$ cat config.mk
export PLATFORM = sky130hd
export DESIGN_NAME = alu_mc
export DESIGN_NICKNAME = d
export VERILOG_FILES = /design/src/rtl/alu_mc.sv
export SDC_FILE = /design/constraint.sdc
export NUM_CORES = 1
export LEC_CHECK = 0
export CAP_MARGIN = 10
export CORE_ASPECT_RATIO = 1.2
export CORE_MARGIN = 2
export CORE_UTILIZATION = 50
export CTS_BUF_LIST = sky130_fd_sc_hd__clkbuf_4 sky130_fd_sc_hd__clkbuf_8
export CTS_CLUSTER_DIAMETER = 100
export DETAILED_ROUTE_END_ITERATION = 8
export GPL_ROUTABILITY_DRIVEN = 1
export GPL_TIMING_DRIVEN = 1
export PLACE_DENSITY_LB_ADDON = 0.08
export SYNTH_ARGS = -nofsm -noshare
export SYNTH_HDL_FRONTEND = slang
export SYNTH_SLANG_ARGS = --single-unit
$ cat constraint.sdc
create_clock -name clk -period 5.7 [get_ports clk]
set_input_delay 1.71 -clock clk [delete_from_list [all_inputs] [get_ports clk]]
set_output_delay 1.71 -clock clk [all_outputs]
set_load 0.02 [all_outputs]
$ cat src/rtl/alu_mc.sv
// Multi-cycle ALU with valid/ready handshakes, shift-add multiply and optional restoring divide.
// Define ALU_MC_DIV_EN to build the DIV state and divider datapath (sel 9/10); otherwise they are reserved.
module alu_mc #(
  parameter int unsigned WIDTH = 32
) (
  input  logic             clk,
  input  logic             rst,
  input  logic             in_valid,
  output logic             in_ready,
  input  logic [WIDTH-1:0] inp1,
  input  logic [WIDTH-1:0] inp2,
  input  logic [3:0]       sel,
  output logic             out_valid,
  input  logic             out_ready,
  output logic [WIDTH-1:0] out,
  output logic             zero
);

  localparam int unsigned SHW = $clog2(WIDTH);
  localparam logic [SHW:0] CNT_LAST = (SHW+1)'(WIDTH - 1);

  localparam logic [3:0] OP_ADD = 4'd0;
  localparam logic [3:0] OP_SUB = 4'd1;
  localparam logic [3:0] OP_AND = 4'd2;
  localparam logic [3:0] OP_OR  = 4'd3;
  localparam logic [3:0] OP_XOR = 4'd4;
  localparam logic [3:0] OP_SLT = 4'd5;
  localparam logic [3:0] OP_SLL = 4'd6;
  localparam logic [3:0] OP_SRL = 4'd7;
  localparam logic [3:0] OP_MUL = 4'd8;
`ifdef ALU_MC_DIV_EN
  localparam logic [3:0] OP_DIVU = 4'd9;
  localparam logic [3:0] OP_REMU = 4'd10;

  typedef enum logic [1:0] {IDLE, MUL, DIV, DONE} state_t;
`else
  typedef enum logic [1:0] {IDLE, MUL, DONE} state_t;
`endif

  state_t          state;
  logic [SHW:0]    cnt;
  logic [WIDTH-1:0] a;    // multiplicand (MUL) / dividend shifting into quotient (DIV)
  logic [WIDTH-1:0] b;    // multiplier (MUL) / divisor (DIV)
  logic [WIDTH-1:0] acc;  // product (MUL) / partial remainder (DIV)
  logic [WIDTH-1:0] res;
  logic [WIDTH-1:0] mul_nxt;
  logic             accept;

  assign in_ready = (state == IDLE) || (state == DONE && out_ready);
  assign accept   = in_valid && in_ready;
  assign mul_nxt  = acc + (b[0] ? a : '0);

  always_comb begin
    res = '0;
    case (sel)
      OP_ADD:  res = inp1 + inp2;
      OP_SUB:  res = inp1 - inp2;
      OP_AND:  res = inp1 & inp2;
      OP_OR:   res = inp1 | inp2;
      OP_XOR:  res = inp1 ^ inp2;
      OP_SLT:  res = {{(WIDTH-1){1'b0}}, ($signed(inp1) < $signed(inp2))};
      OP_SLL:  res = inp1 << inp2[SHW-1:0];
      OP_SRL:  res = inp1 >> inp2[SHW-1:0];
      default: res = '0;
    endcase
  end

`ifdef ALU_MC_DIV_EN
  logic             is_rem;
  logic [WIDTH:0]   rem_sh;
  logic [WIDTH:0]   diff;
  logic             no_borrow;
  logic [WIDTH-1:0] rem_nxt;
  logic [WIDTH-1:0] q_nxt;
  logic [WIDTH-1:0] div_res;

  // Divisor 0 never borrows, so the quotient fills with ones and the remainder ends as the dividend.
  assign rem_sh    = {acc, a[WIDTH-1]};
  assign diff      = rem_sh - {1'b0, b};
  assign no_borrow = !diff[WIDTH];
  assign rem_nxt   = no_borrow ? diff[WIDTH-1:0] : rem_sh[WIDTH-1:0];
  assign q_nxt     = {a[WIDTH-2:0], no_borrow};
  assign div_res   = is_rem ? rem_nxt : q_nxt;
`endif

  always_ff @(posedge clk or posedge rst) begin
    if (rst) begin
      state     <= IDLE;
      cnt       <= '0;
      a         <= '0;
      b         <= '0;
      acc       <= '0;
      out       <= '0;
      zero      <= 1'b1;
      out_valid <= 1'b0;
`ifdef ALU_MC_DIV_EN
      is_rem    <= 1'b0;
`endif
    end else begin
      case (state)
        IDLE, DONE: begin
          if (accept) begin
            cnt <= '0;
            a   <= inp1;
            b   <= inp2;
            acc <= '0;
            if (sel == OP_MUL) begin
              state     <= MUL;
              out_valid <= 1'b0;
            end
`ifdef ALU_MC_DIV_EN
            else if (sel == OP_DIVU || sel == OP_REMU) begin
              state     <= DIV;
              out_valid <= 1'b0;
              is_rem    <= (sel == OP_REMU);
            end
`endif
            else begin
              state     <= DONE;
              out       <= res;
              zero      <= (res == '0);
              out_valid <= 1'b1;
            end
          end else if (state == DONE && out_ready) begin
            state     <= IDLE;
            out_valid <= 1'b0;
          end
        end
        MUL: begin
          acc <= mul_nxt;
          a   <= {a[WIDTH-2:0], 1'b0};
          b   <= {1'b0, b[WIDTH-1:1]};
          cnt <= cnt + 1'b1;
          if (cnt == CNT_LAST) begin
            state     <= DONE;
            out       <= mul_nxt;
            zero      <= (mul_nxt == '0);
            out_valid <= 1'b1;
          end
        end
`ifdef ALU_MC_DIV_EN
        DIV: begin
          acc <= rem_nxt;
          a   <= q_nxt;
          cnt <= cnt + 1'b1;
          if (cnt == CNT_LAST) begin
            state     <= DONE;
            out       <= div_res;
            zero      <= (div_res == '0);
            out_valid <= 1'b1;
          end
        end
`endif
        default: state <= IDLE;
      endcase
    end
  end

endmodule

==> key figures <==
Floorplan
  • FP Rows: 74
  • Initial cell density of the core: 0.506
  • Die Width: 173 um
  • Core area: 33900 um2
  • Die Y-Extent: 207 um
  • Die area: 35800 um2
  • # IOs: 107

Timing
  • Final setup fails: 0
  • Final worst clock skew: 16.7 ps
  • Final TNS setup: 0 ps
  • Fin crit period: 5510 ps
  • Pins Over Slew Limit: 0
  • WHS: 480 ps
  • Rel. slew slack: 0.108
  • FMAX: 181 MHz
  • Final hold viol count: 0
  • Worst Tran Pin Value: 1330 ps
  • RSZ-0062 raised after global routing: false
  • Tcrit/Tclk final: 0.967
  • Final setup margin: 186 ps

Clock network
  • Clk slew on worst S/H paths: 90 ps
  • Hold buffers post-CTS: 0
  • Clk Latency, worst-skew pair: 530 ps
  • Clk sinks: 138
  • Clk root buf: clkbuf_8
  • Clock tree buffer depth: 2
  • Num CTS Buffers: 17
  • Max H-tree Level: 4
  • Cells resized by post-CTS repair: 0
  • Setup bufs post-CTS: 0
  • CTS tree: built

Synthesis
  • Cell Area, Synth: 17100 um2
  • Largest area contributor in the netlist: dfrtp_1
  • Register bit count reported by yosys: 138
  • Synth area leaders: dfrtp_1, ha_1, nor2_1
  • Post-synth top area share: 0.200
  • YS warnings: 0
  • Ys async rst share: 1.00
  • Top FF cell, synth: dfrtp_1
  • Post-synth cell types: 97
  • Post-Synthesis Cells: 2245
  • Sequential element share of the synthesized area: 0.202
  • Post-synth EDFFs: 0
  • Syn_nets: 2466
  • Post-Syn Area per Cell: 7.63 um2

GRT
  • Antenna violations before repair: 1
  • Vias in the first global route: 18600
  • Largest net degree at the start of global routing: 89
  • First-pass GRT wire length: 113000 um
  • Global Route Usage Sum: 0.417
  • Total global routing overflow: 0

Placement
  • Post-DP HPWL: 59100 um
  • GPL Wtd Cong: 1.10
  • Inst Count DP: 2878
  • Dpl ws: -166 ps
  • Port Buf Inserts: 106

Worst setup path
  • R2R depth: 14
  • Data required, critical path: 6130 ps
  • Worst Setup Start Kind: input pin
  • Cells along the critical path: clkdlybuf4s50_1, inv_1, ha_1, or3_1, nor3_1, o21ai_0, nand3b_1, a31o_2, o31ai_1, a21oi_1, mux2_2, a21oi_1, o311a_1, a211oi_1, a21o_1
  • Worst EP arrival: 5940 ps
  • Reg-to-reg critical path startpoint: b[0]
  • Reg-to-reg endpoint: zero
  • Kind of critical path: input pin to flop
  • WP buf/inv: 2
  • Flop-to-flop setup slack: 1070 ps
  • Slowest CP cell: o31ai_1
  • Crit-path max FO: 7
  • Worst path most repeated cell: a21oi_1
  • Crit path max-delay family: compound AO/OA/AOI/OAI gates
  • CP endpoint kind: flop
  • CP peak stage delay: 550 ps

Hold path
  • Hold path depth: 2
  • Hold Path Origin: out[14]
  • Hold Path Class: flop to flop
  • Min-Delay Endpoint: out[14]

Outcome
  • Status: complete, but fails checks
  • Failing checks: design-rule violations

Final layout
  • Area Overhead vs Synth: 19.2%
  • Layout Cells excl Fill: 2911
  • Util after Layout: 0.602
  • Fin nets: 2662
  • Most common cell after layout, fill and taps aside: nor2_1
  • Fillers: 3080
  • Reg area: 3450 um2
  • Most frequent cells in the layout: nor2_1, buf_4, nand2_1
  • Share of layout cells above drive strength 1: 0.152
  • Multi-input logic area: 12600 um2

Pwr
  • Peak VDD IR: 119 uV
  • Leakage: 9.15 nW
  • Pwr dens: 213 nW/um2

Routing
  • Avg WL per Cell: 26.1 um
  • Post-Route WL: 76000 um
  • Detailed router's first-iteration violation count: 2313
  • Vias/cell: 6.76
  • Antenna Nets Post-Route: 0
  • Drt drc: 2
  • DR vias: 19700
  • DRT Pass-1 Iters: 7

Job
  • Max cap viols: 0
## layer usage
metal	track usage	wire length, um
met1	0.530	29900
met2	0.672	34600
met3	0.0875	7390
met5	0	11
met4	0.219	4140
## cell families (layout without fill, tap and decap cells)
group,Yosys count,in the layout,share of synthesized area
XOR/XNOR,44,44,0.0225
AND/OR/NAND/NOR,752,752,0.203
other,0,1,0
multiplexers,134,134,0.100
AO/OA/AOI/OAI,751,751,0.295
adder cells (fa/ha/maj),149,149,0.110
buffers and inverters,277,486,0.0676
flip-flops,138,138,0.202
## where the power goes
part	switching, mW	internal, mW	total (mW)	leakage, nW
Combinational	1.37	0.892	2.26	7.26
Clock	0.446	0.377	0.823	0.195
Sequential	0.119	1.14	1.26	1.70
## cells in the mapped netlist (all sizes together) (7+ instances only)
master / n
nand2: 219
o311ai: 8
o21ai: 157
a2111oi: 14
nor2b: 17
mux2i: 83
clkbuf: 116
nand3b: 7
nand2b: 12
xor2: 13
o22ai: 93
mux4: 27
o211ai: 35
mux2: 24
nor3: 39
a31oi: 24
a21oi: 131
o221ai: 11
and3: 13
o21bai: 12
dfrtp: 137
nor2: 267
o21a: 11
xnor2: 31
ha: 146
a21o: 45
a22oi: 26
a22o: 11
a211o: 13
nor4: 20
a221o: 10
and2: 48
nand4: 10
a221oi: 22
a211oi: 36
buf: 64
nand3: 64
o31ai: 15
inv: 94
## state kept, by name, summed over array words and instances, names as in the netlist
name       cells
a             32
acc           32
b             32
cnt            6
out           32
out_valid      1
state          2
zero           1
## worst max-delay path by stage
stage / depth (start not counted) / endpoint / slack [ps] / startpoint
after floorplan: 18 / zero / 230 / inp2[1]
after global placement: 16 / zero / -130 / inp1[6]
after detailed placement: 15 / out[29] / -170 / inp1[6]
after CTS: 15 / out[29] / 390 / inp1[6]
after global routing: 16 / zero / 50 / inp1[6]
final: 15 / out[29] / 190 / inp1[6]
## layout make-up
cell class              count  share of cell area
clock buffers              20              0.0132
multi-input cells        1830               0.616
clock inverters            12             0.00564
well taps                 456              0.0279
inverters                  97              0.0181
diodes                      1            0.000123
repair buffers            357               0.150
flip-flops and latches    138               0.169
## per-stage QoR
| step | area, um2 | total power, mW |
|---|---|---|
| 2_1_floorplan | 17100 | 2.57 |
| 3_3_place_gp | 20000 | 3.42 |
| 3_5_place_dp | 20000 | 3.46 |
| 4_1_cts | 20400 | 4.29 |
| 5_1_grt | 20400 | 4.55 |
| 6_report | 20400 | 4.34 |
## worst reg2reg max path: stages, from the launching register on
cell and delay, ps:
dfrtp_1 700, and2_1 300, ha_1 220, fa_1 460, a211oi_1 290, o21ai_1 180
a41oi_2 450, xnor2_1 240, nand2_1 120, or4b_1 600, nor4_1 300, nand4_1 140
nor4b_2 270, a22oi_1 180, o21ai_1 130
Power figures use the tool's default switching activity.
